===== src/rtl/seg7_pkg.sv =====
// Shared 7-segment definitions: active-low {a..g} glyph table and its inverse decode.
package seg7_pkg;

   localparam logic [6:0] SEG_BLANK = 7'b1111111;

   localparam logic [6:0] SEG_PATTERNS [0:15] = '{
      7'b0000001, 7'b1001111, 7'b0010010, 7'b0000110,
      7'b1001100, 7'b0100100, 7'b0100000, 7'b0001111,
      7'b0000000, 7'b0000100, 7'b0001000, 7'b1100000,
      7'b0110001, 7'b1000010, 7'b0110000, 7'b0111000
   };

   typedef struct packed {
      logic       bad;
      logic       blank;
      logic [3:0] nibble;
   } seg7_dec_t;

   // Unknown glyphs decode as bad with nibble 0; an all-dark digit is a legal blank.
   function automatic seg7_dec_t seg7_decode(input logic [6:0] pat);
      seg7_dec_t r;
      r.bad    = 1'b1;
      r.blank  = 1'b0;
      r.nibble = 4'h0;
      if (pat == SEG_BLANK) begin
         r.bad   = 1'b0;
         r.blank = 1'b1;
      end else begin
         for (int i = 0; i < 16; i++) begin
            if (pat == SEG_PATTERNS[i]) begin
               r.bad    = 1'b0;
               r.nibble = 4'(i);
            end
         end
      end
      return r;
   endfunction

endpackage


===== src/rtl/seg7_pattern_decode.sv =====
// Combinational inverse of the hex-to-7-segment encoder.
module seg7_pattern_decode
   import seg7_pkg::*;
(
   input  logic [6:0] pattern_i,
   output logic       bad_o,
   output logic       blank_o,
   output logic [3:0] nibble_o
);

   seg7_dec_t dec_s;

   always_comb begin
      dec_s    = seg7_decode(pattern_i);
      bad_o    = dec_s.bad;
      blank_o  = dec_s.blank;
      nibble_o = dec_s.nibble;
   end

endmodule


===== src/rtl/seg7_scan_decoder.sv =====
// Monitors a multiplexed active-low 7-segment bus and recovers the displayed hex word,
// committing it only after STABLE_SCANS identical, fully decodable frames.
module seg7_scan_decoder
   import seg7_pkg::*;
#(
   parameter int NUM_DIGITS   = 8,
   parameter int SETTLE       = 4,
   parameter int STABLE_SCANS = 2
)
(
   input  logic                    clk,
   input  logic                    reset,
   input  logic [NUM_DIGITS-1:0]   an,
   input  logic [6:0]              seg,
   output logic [4*NUM_DIGITS-1:0] value,
   output logic [NUM_DIGITS-1:0]   blank,
   output logic                    value_valid,
   output logic                    frame_err
);

   localparam int IDX_W   = (NUM_DIGITS > 1) ? $clog2(NUM_DIGITS) : 1;
   localparam int CNT_W   = $clog2(SETTLE + 1);
   localparam int MATCH_W = $clog2(STABLE_SCANS + 1);

   logic [NUM_DIGITS-1:0]   an_s1_q, an_s2_q, an_prev_q;
   logic [6:0]              seg_s1_q, seg_s2_q, seg_prev_q;
   logic [CNT_W-1:0]        cnt_q, cnt_d;
   logic                    cap_vld_q;
   logic [IDX_W-1:0]        cap_idx_q, idx_s;
   logic [6:0]              cap_seg_q;
   logic                    stable_s, cap_fire_s;

   logic                    dec_bad_s, dec_blank_s;
   logic [3:0]              dec_nib_s;

   logic [4*NUM_DIGITS-1:0] dig_buf_q, prev_val_q, value_q;
   logic [NUM_DIGITS-1:0]   blank_buf_q, bad_buf_q, prev_blank_q, blank_q;
   logic [NUM_DIGITS-1:0]   seen_q, seen_d;
   logic [MATCH_W-1:0]      match_q, match_d;
   logic                    committed_q, valid_q, ferr_q;
   logic                    frame_s, commit_s, ferr_d;

   seg7_pattern_decode u_decode (
      .pattern_i (cap_seg_q),
      .bad_o     (dec_bad_s),
      .blank_o   (dec_blank_s),
      .nibble_o  (dec_nib_s)
   );

   // Dwell qualification: a digit counts only while exactly one anode is low and nothing moves.
   always_comb begin
      stable_s = ({an_s2_q, seg_s2_q} == {an_prev_q, seg_prev_q}) && $onehot(~an_s2_q);
      if (!stable_s) begin
         cnt_d = '0;
      end else if (cnt_q == CNT_W'(SETTLE)) begin
         cnt_d = cnt_q;
      end else begin
         cnt_d = cnt_q + CNT_W'(1);
      end
      cap_fire_s = (cnt_d == CNT_W'(SETTLE - 1));
      idx_s = '0;
      for (int i = 0; i < NUM_DIGITS; i++) begin
         idx_s = (!an_s2_q[i]) ? IDX_W'(i) : idx_s;
      end
   end

   // Frame bookkeeping: a capture in the completing cycle seeds the freshly cleared mask.
   always_comb begin
      frame_s  = &seen_q;
      match_d  = match_q;
      ferr_d   = 1'b0;
      commit_s = 1'b0;
      if (frame_s) begin
         if (|bad_buf_q) begin
            ferr_d  = 1'b1;
            match_d = '0;
         end else if ((dig_buf_q == prev_val_q) && (blank_buf_q == prev_blank_q)) begin
            match_d = (match_q == MATCH_W'(STABLE_SCANS)) ? match_q : match_q + MATCH_W'(1);
         end else begin
            match_d = MATCH_W'(1);
         end
         commit_s = !(|bad_buf_q) && (match_d == MATCH_W'(STABLE_SCANS)) &&
                    (!committed_q || (dig_buf_q != value_q) || (blank_buf_q != blank_q));
      end else begin
         match_d = match_q;
      end
      seen_d = frame_s ? '0 : seen_q;
      if (cap_vld_q) begin
         seen_d = seen_d | (NUM_DIGITS'(1) << cap_idx_q);
      end else begin
         seen_d = seen_d;
      end
   end

   // Input synchronizers, settle counter and capture register.
   always_ff @(posedge clk or negedge reset) begin
      if (!reset) begin
         an_s1_q    <= '0;
         an_s2_q    <= '0;
         an_prev_q  <= '0;
         seg_s1_q   <= '0;
         seg_s2_q   <= '0;
         seg_prev_q <= '0;
         cnt_q      <= '0;
         cap_vld_q  <= 1'b0;
         cap_idx_q  <= '0;
         cap_seg_q  <= '0;
      end else begin
         an_s1_q    <= an;
         an_s2_q    <= an_s1_q;
         an_prev_q  <= an_s2_q;
         seg_s1_q   <= seg;
         seg_s2_q   <= seg_s1_q;
         seg_prev_q <= seg_s2_q;
         cnt_q      <= cnt_d;
         cap_vld_q  <= cap_fire_s;
         if (cap_fire_s) begin
            cap_idx_q <= idx_s;
            cap_seg_q <= seg_s2_q;
         end
      end
   end

   // Digit buffers, frame history, match counter and committed outputs.
   always_ff @(posedge clk or negedge reset) begin
      if (!reset) begin
         dig_buf_q    <= '0;
         blank_buf_q  <= '0;
         bad_buf_q    <= '0;
         seen_q       <= '0;
         prev_val_q   <= '0;
         prev_blank_q <= '0;
         match_q      <= '0;
         committed_q  <= 1'b0;
         value_q      <= '0;
         blank_q      <= '0;
         valid_q      <= 1'b0;
         ferr_q       <= 1'b0;
      end else begin
         seen_q  <= seen_d;
         match_q <= match_d;
         valid_q <= commit_s;
         ferr_q  <= ferr_d;
         if (cap_vld_q) begin
            dig_buf_q[int'(cap_idx_q)*4 +: 4] <= dec_nib_s;
            blank_buf_q[cap_idx_q]            <= dec_blank_s;
            bad_buf_q[cap_idx_q]              <= dec_bad_s;
         end
         if (frame_s) begin
            prev_val_q   <= dig_buf_q;
            prev_blank_q <= blank_buf_q;
         end
         if (commit_s) begin
            value_q     <= dig_buf_q;
            blank_q     <= blank_buf_q;
            committed_q <= 1'b1;
         end
      end
   end

   assign value       = value_q;
   assign blank       = blank_q;
   assign value_valid = valid_q;
   assign frame_err   = ferr_q;

endmodule


===== config.mk =====
export PLATFORM = sky130hd
export DESIGN_NAME = seg7_scan_decoder
export DESIGN_NICKNAME = d
export VERILOG_FILES = /design/src/rtl/seg7_pkg.sv /design/src/rtl/seg7_pattern_decode.sv /design/src/rtl/seg7_scan_decoder.sv
export SDC_FILE = /design/constraint.sdc
export NUM_CORES = 1
export LEC_CHECK = 0
export CORE_MARGIN = 3
export CORE_UTILIZATION = 45
export CTS_BUF_LIST = sky130_fd_sc_hd__clkbuf_2
export CTS_CLUSTER_SIZE = 30
export DETAILED_ROUTE_END_ITERATION = 12
export GPL_TIMING_DRIVEN = 0
export PLACE_DENSITY = 0.61
export SYNTH_ARGS = -nofsm -noshare
export SYNTH_HDL_FRONTEND = slang
export SYNTH_SLANG_ARGS = --single-unit

===== constraint.sdc =====
create_clock -name clk -period 8.9 [get_ports clk]
set_input_delay 1.78 -clock clk [delete_from_list [all_inputs] [get_ports clk]]
set_output_delay 1.78 -clock clk [all_outputs]
set_load 0.05 [all_outputs]

==> flow_summary.json, run 1 <==
{
  "outcome": "finished, final reports clean",
  "die_area_um2": 21600,
  "final_nets": 886,
  "setup_violations": 0,
  "cts_made_buffers": 17,
  "total_power_mw": 1.48,
  "synthFlopType": "dfrtp_1",
  "dr.first_iter.drc_count": 387,
  "slew_violations": 0,
  "crit_top_cell": "fa_1",
  "critPathLaunchType": "flip-flop",
  "power_density_nw_per_um2": 145,
  "r2r_cells": 13,
  "clock_latency_ns": 0.80,
  "async_flop_share": 1.00,
  "port_buffers": 58,
  "dpl.hpwl_mm": 14.7,
  "hold_buffers": 0,
  "syn_nets": 808,
  "yosysSeqAreaShare": 0.559,
  "grt_pass1_vias": 5879,
  "cts_setup_buffers": 0,
  "max-slew-margin-rel": 0.336,
  "h-tree-depth": 4,
  "place_congestion": 0.884,
  "io_pins": 59,
  "syn-instance-count": 775,
  "cp.depth": 13,
  "drtPass1Iterations": 5,
  "die-width_um": 147,
  "hold_path_depth": 0,
  "ys_ff_latch": 200,
  "final_util": 0.532,
  "grt_use_total": 0.194,
  "cts_sinks": 200,
  "drive_gt1_frac": 0.125,
  "skew_ns": 0.0470,
  "avgSynthCellArea_um2": 11.6,
  "finalHoldViolCount": 0,
  "yosys_warnings": 0,
  "grt.overflow.total": 0,
  "nFillCells": 1697,
  "path_buf_inv": 3,
  "cts_tree": "yes",
  "clk_pin_slew_ns": 0.30,
  "synth_edf_count": 0,
  "netlist_area_um2": 8960,
  "slowest_stage": "fa_1",
  "crit_family": "adder cells",
  "critPathMaxFanout": 10,
  "grt_pass1_wl_mm": 32.7,
  "clock.fmax_mhz": 203,
  "reg2reg_setup_slack_ns": 3.99,
  "die_h_um": 147,
  "rows": 50,
  "end_kind": "flip-flop",
  "ir_worst_vdd_v": 0.0000850,
  "cts_buffer_depth": 2,
  "crit_required_ns": 9.60,
  "path_class": "reg -> reg",
  "ys_types": 52,
  "drc": 0,
  "start_util": 0.468,
  "tightest_slew_ns": 0.997,
  "period_share": 0.552,
  "p_leak_nw": 5.26,
  "antenna_found_initial": 1,
  "syn_to_final_growth_pct": 13.7,
  "ant_nets": 0,
  "drv_cap": 0,
  "cp_cell_sequence": "inv_1, fa_1, fa_1, fa_1, ha_1, inv_1, fa_1, a211o_1, a2111oi_0, nand4_1, nor4b_2, buf_4, mux2_2",
  "cts-resized-gates": 0,
  "hold_class": "reg -> reg",
  "fin_crit_ns": 4.91,
  "max_stage_delay_ns": 0.55,
  "grt_start_max_net_pins": 108,
  "wl_mm": 20.5,
  "wl_per_cell_um": 18.2,
  "vias": 5965,
  "core_region_area_um2": 19100,
  "avgViaCountPerCell": 5.29,
  "clk_root_buffer_cell": "clkbuf_2",
  "cp.arrival_ns": 5.61,
  "rsz0062_at_grt": "false"
}
## cells in the final DEF, fill, tap and decap left out, drive strengths merged, types with 3 or more instances in the layout
| cell type | n |
|---|---|
| dfrtp | 200 |
| nand2 | 176 |
| xor2 | 80 |
| mux2 | 64 |
| clkdlybuf4s50 | 57 |
| clkbuf | 39 |
| inv | 37 |
| o31ai | 26 |
| nor4 | 24 |
| nor2 | 17 |
| xnor2 | 15 |
| o21ai | 15 |
| nand4 | 14 |
| ha | 12 |
| buf | 10 |
| nor3 | 9 |
| nand3 | 6 |
| a22o | 5 |
| nand3b | 5 |
| a32o | 4 |
| or3 | 4 |
| a21oi | 4 |
| fa | 4 |
| o22ai | 3 |
| or2 | 3 |
## metrics by stage
step	instance area (um^2)	TNS [ns]	instances	hold slack [ns]	setup slack, ns
2_1_floorplan	8960	0	775	0.331	4.68
3_3_place_gp	9860	-400.28	1093	0.333	-2.02
3_5_place_dp	9900	0	1094	0.335	3.92
4_1_cts	10200	0	1126	0.392	3.88
5_1_grt	10200	0	1128	0.400	3.71
6_report	10200	0	1128	0.390	3.99
## kinds of logic after synthesis
group,Yosys count,synth area share
simple gates,269,0.136
flops,200,0.559
xor+xnor,95,0.0929
compound gates,73,0.0612
mux,65,0.0979
buf+inv,57,0.0277
fa+ha+maj,16,0.0257
## power breakdown
| part | leakage (nW) | switching, mW | internal (mW) | total (mW) |
|---|---|---|---|---|
| Sequential | 2.69 | 0.00645 | 0.922 | 0.929 |
| Clock | 0.166 | 0.348 | 0.150 | 0.498 |
| Combinational | 2.40 | 0.0314 | 0.0197 | 0.0510 |
| Total | 5.26 | 0.385 | 1.09 | 1.48 |
## Yosys cell counts (3+ instances only)
library cell	instances	area, um^2
a22o_1	5	43.8
nor2_1	17	63.8
fa_1	4	80.1
o31ai_1	26	195
buf_1	3	11.3
clkbuf_1	22	82.6
o21ai_0	15	75.1
mux2_2	25	282
nand2_1	176	661
or3_1	4	25.0
a32o_1	4	40.0
inv_1	27	101
nand4_1	14	87.6
buf_6	4	45.0
xnor2_1	15	131
a21oi_1	4	20.0
xor2_1	80	701
nor4_1	23	144
o22ai_1	3	18.8
nand3_1	6	30.0
nand3b_1	5	37.5
nor3_1	9	45.0
dfrtp_1	200	5000
ha_1	12	150
mux2_4	39	586
## routing by layer
metal  share of wire  GRT usage
met1            0.45      0.278
met4           0.019     0.0573
met5               0          0
met2            0.48      0.304
met3           0.052     0.0352
## state kept, by name, indices dropped and copies added (netlist names)
register	cells
cap_idx_q	3
value	32
prev_blank_q	8
blank	8
an_s1_q	8
match_q	2
bad_buf_q	8
seg_s1_q	7
cap_seg_q	7
cnt_q	3
an_s2_q	8
seg_s2_q	7
committed_q	1
value_valid	1
prev_val_q	32
dig_buf_q	32
cap_vld_q	1
seen_q	8
frame_err	1
seg_prev_q	7
blank_buf_q	8
an_prev_q	8
## worst reg2reg max path, stage by stage, from the launching register on
cell and delay (ns):
dfrtp_1 0.46, inv_1 0.08, fa_1 0.55, fa_1 0.44
fa_1 0.51, ha_1 0.17, inv_1 0.06, fa_1 0.39
a211o_1 0.28, a2111oi_0 0.51, nand4_1 0.32, nor4b_2 0.44
buf_4 0.27, mux2_2 0.35
## final timing paths
kind / startpoint / to
setup / recovery: an_s2_q[0] / cap_seg_q[2]
hold / removal: seg_s1_q[5] / seg_s2_q[5]
setup reg to reg: an_s2_q[0] / cap_seg_q[2]
hold reg to reg: seg_s1_q[5] / seg_s2_q[5]
max in group asynchronous: reset / seg_s2_q[6]
min in group asynchronous: reset / value[0]
## cell type report
class | instances | area (um^2) | share of cell area
multi-input cells | 518 | 3700 | 0.364
well taps | 260 | 325 | 0.0319
flip-flops and latches | 200 | 5000 | 0.491
plain buffers | 30 | 146 | 0.0144
clock inverters | 15 | 200 | 0.0197
inverters | 27 | 101 | 0.00995
repair buffers | 59 | 613 | 0.0602
diodes | 2 | 5.00 | 0.000491
clock buffers | 17 | 85.1 | 0.00835
No activity file was read; power rests on OpenSTA's default activity.
==> run 2, diff against run 1 <==
--- a/config.mk
+++ b/config.mk
@@ -11,7 +11,7 @@
 export CTS_CLUSTER_SIZE = 30
 export DETAILED_ROUTE_END_ITERATION = 12
 export GPL_TIMING_DRIVEN = 0
-export PLACE_DENSITY = 0.61
+export PLACE_DENSITY = 0.64
 export SYNTH_ARGS = -nofsm -noshare
 export SYNTH_HDL_FRONTEND = slang
 export SYNTH_SLANG_ARGS = --single-unit
==> constraint.sdc (replaced) <==
create_clock -name clk -period 4.3 [get_ports clk]
set_input_delay 0.86 -clock clk [delete_from_list [all_inputs] [get_ports clk]]
set_output_delay 0.86 -clock clk [all_outputs]
set_load 0.05 [all_outputs]
==> flow_summary.json, run 2 (same netlist as run 1, synthesis figures left out) <==
{
  "period_share": 1.02,
  "slew_violations": 0,
  "total_power_mw": 3.00,
  "core_region_area_um2": 19100,
  "fin_setup_tns_ns": -0.657,
  "clk_pin_slew_ns": 0.31,
  "clock_latency_ns": 0.79,
  "grt_start_max_net_pins": 120,
  "grt.overflow.total": 0,
  "antenna_found_initial": 1,
  "setup_violations": 9,
  "final.setup.worst_slack_ns": -0.0951,
  "drv_cap": 0,
  "rows": 50,
  "die-width_um": 147,
  "start_util": 0.468,
  "path_class": "reg -> reg",
  "critPathMaxFanout": 5,
  "dr.first_iter.drc_count": 289,
  "end_kind": "flip-flop",
  "place_congestion": 0.880,
  "die_area_um2": 21600,
  "power_density_nw_per_um2": 290,
  "outcome": "finished with violations",
  "max_stage_delay_ns": 0.57,
  "drtPass1Iterations": 5,
  "nFillCells": 1720,
  "grt_pass1_wl_mm": 32.6,
  "pwr-share-clk": 0.316,
  "cp.arrival_ns": 5.08,
  "rsz0062_at_grt": "true",
  "violations": "negative setup slack",
  "cts_sinks": 200,
  "vias": 5969,
  "cts_made_buffers": 17,
  "cts_tree": "yes",
  "fin_crit_ns": 4.40,
  "final_nets": 899,
  "drive_gt1_frac": 0.142,
  "p_sw_frac": 0.277,
  "combPwrFrac": 0.044,
  "drc": 0,
  "ir_worst_vdd_v": 0.000282,
  "port_buffers": 58,
  "max-slew-margin-rel": 0.255,
  "grt_use_total": 0.193,
  "wl_per_cell_um": 17.7,
  "tightest_slew_ns": 1.12,
  "finalHoldViolCount": 0,
  "dpl.hpwl_mm": 14.0,
  "wl_mm": 20.2,
  "grt_pass1_vias": 5971,
  "crit_top_cell": "fa_1",
  "h-tree-depth": 4,
  "avgViaCountPerCell": 5.23,
  "crit_required_ns": 4.98,
  "ant_nets": 0,
  "p_leak_nw": 5.33,
  "die_h_um": 147,
  "power.internal_mw": 2.17,
  "cts_buffer_depth": 2,
  "pre_cts_ws_ns": -0.547,
  "cp_cell_sequence": "inv_2, fa_1, fa_1, fa_1, ha_2, inv_2, fa_2, a211o_1, a2111oi_4, nand4_1, nor4b_4, buf_6, buf_12, mux2_4",
  "hold_class": "reg -> reg",
  "skew_ns": 0.0512,
  "clk_root_buffer_cell": "clkbuf_2",
  "layout_commonest_cell": "dfrtp_1",
  "final_util": 0.541,
  "critPathLaunchType": "flip-flop",
  "layout_common_cells": "dfrtp_1, nand2_1, xor2_1",
  "syn_to_final_growth_pct": 15.6,
  "reg2reg_setup_slack_ns": -0.1,
  "io_pins": 59,
  "p_sw_mw": 0.832,
  "clock.fmax_mhz": 228,
  "slowest_stage": "fa_1",
  "timing.hold.ws_ns": 0.392,
  "seq_power_share": 0.640
}
run 2: changes by cell type in the layout (fill, tap and decap cells not counted), moves of 2 or more:
cell / change
buf_4: +8
buf_6: +3
bufinv_16: -2
clkinv_8: +2
inv_1: -2
inv_2: +2
inv_6: -3
inv_8: +2
mux2_2: -9
mux2_4: +9
run 2: timing repair:
action | 4_1_cts | 5_1_grt
resized for setup | 17 | 4
pin swaps | 6 | 1
hold buffers | 1 | 0
setup buffers | 10 | 3
setup endpoints to repair | 11 | 11
cloned | 0 | 0
hold endpoints to repair | 47 | 0
run 2: layout make-up:
| type | instances | area (um^2) | share of cell area |
|---|---|---|---|
| Multi-Input combinational cell | 518 | 3770 | 0.364 |
| Buffer | 30 | 150 | 0.0145 |
| Timing Repair Buffer | 72 | 733 | 0.0708 |
| Clock inverter | 15 | 176 | 0.0170 |
| Clock buffer | 17 | 85.1 | 0.00822 |
| Tap cell | 260 | 325 | 0.0314 |
| Antenna cell | 2 | 5.00 | 0.000483 |
| Sequential cell | 200 | 5000 | 0.483 |
| Inverter | 27 | 101 | 0.00979 |
run 2: per-stage QoR:
step / area, um^2 / std cells
floorplan: 8960 / 775
global placement: 9860 / 1093
detailed placement: 9900 / 1094
CTS: 10300 / 1137
global route: 10400 / 1141
finish: 10400 / 1141
run 2: routing by layer:
layer	part of all wire	wire length, um	vias up	track usage
met5	0	0	-	0
met2	0.48	9710	136	0.307
met3	0.046	921	14	0.0324
li1	-	-	2833	-
met4	0.0081	164	0	0.0471
met1	0.47	9410	2986	0.280
run 2: worst max-delay path, delay by kind of cell, from the launching register on:
family | cells | cell delay [ns]
adders and majority gates | 5 | 2.03
and+or+nand+nor | 2 | 0.59
AOI/OAI and AO/OA | 2 | 0.58
DFF | 1 | 0.45
buffers and inverters | 4 | 0.36
muxes | 1 | 0.29
run 2: worst paths after layout:
kind                             start              to  depth (start not counted)
max                         an_s2_q[3]    cap_seg_q[1]                         14
min                        seg_s1_q[1]     seg_s2_q[1]                          0
min reg2reg                seg_s1_q[1]     seg_s2_q[1]                          0
max reg2reg                 an_s2_q[3]    cap_seg_q[1]                         14
min in group asynchronous        reset        value[9]                          2
max in group asynchronous        reset  prev_val_q[17]                          3
run 2: power groups by stage:
stage	Sequential (mW)	Clock [mW]	Combinational, mW
after floorplan	1.95	0	0.0399
after global placement	1.95	0	0.102
after detailed placement	1.95	0	0.109
after CTS	1.92	0.982	0.128
after global routing	1.93	1.06	0.151
final	1.92	0.951	0.132
==> run 3, diff against run 2 <==
--- a/config.mk
+++ b/config.mk
@@ -8,6 +8,7 @@
 export CORE_MARGIN = 3
 export CORE_UTILIZATION = 45
 export CTS_BUF_LIST = sky130_fd_sc_hd__clkbuf_2
+export CTS_CLUSTER_DIAMETER = 40
 export CTS_CLUSTER_SIZE = 30
 export DETAILED_ROUTE_END_ITERATION = 12
 export GPL_TIMING_DRIVEN = 0
==> results of run 3 <==
Same layout as run 2: the final DEF is identical, and so are final timing and power.
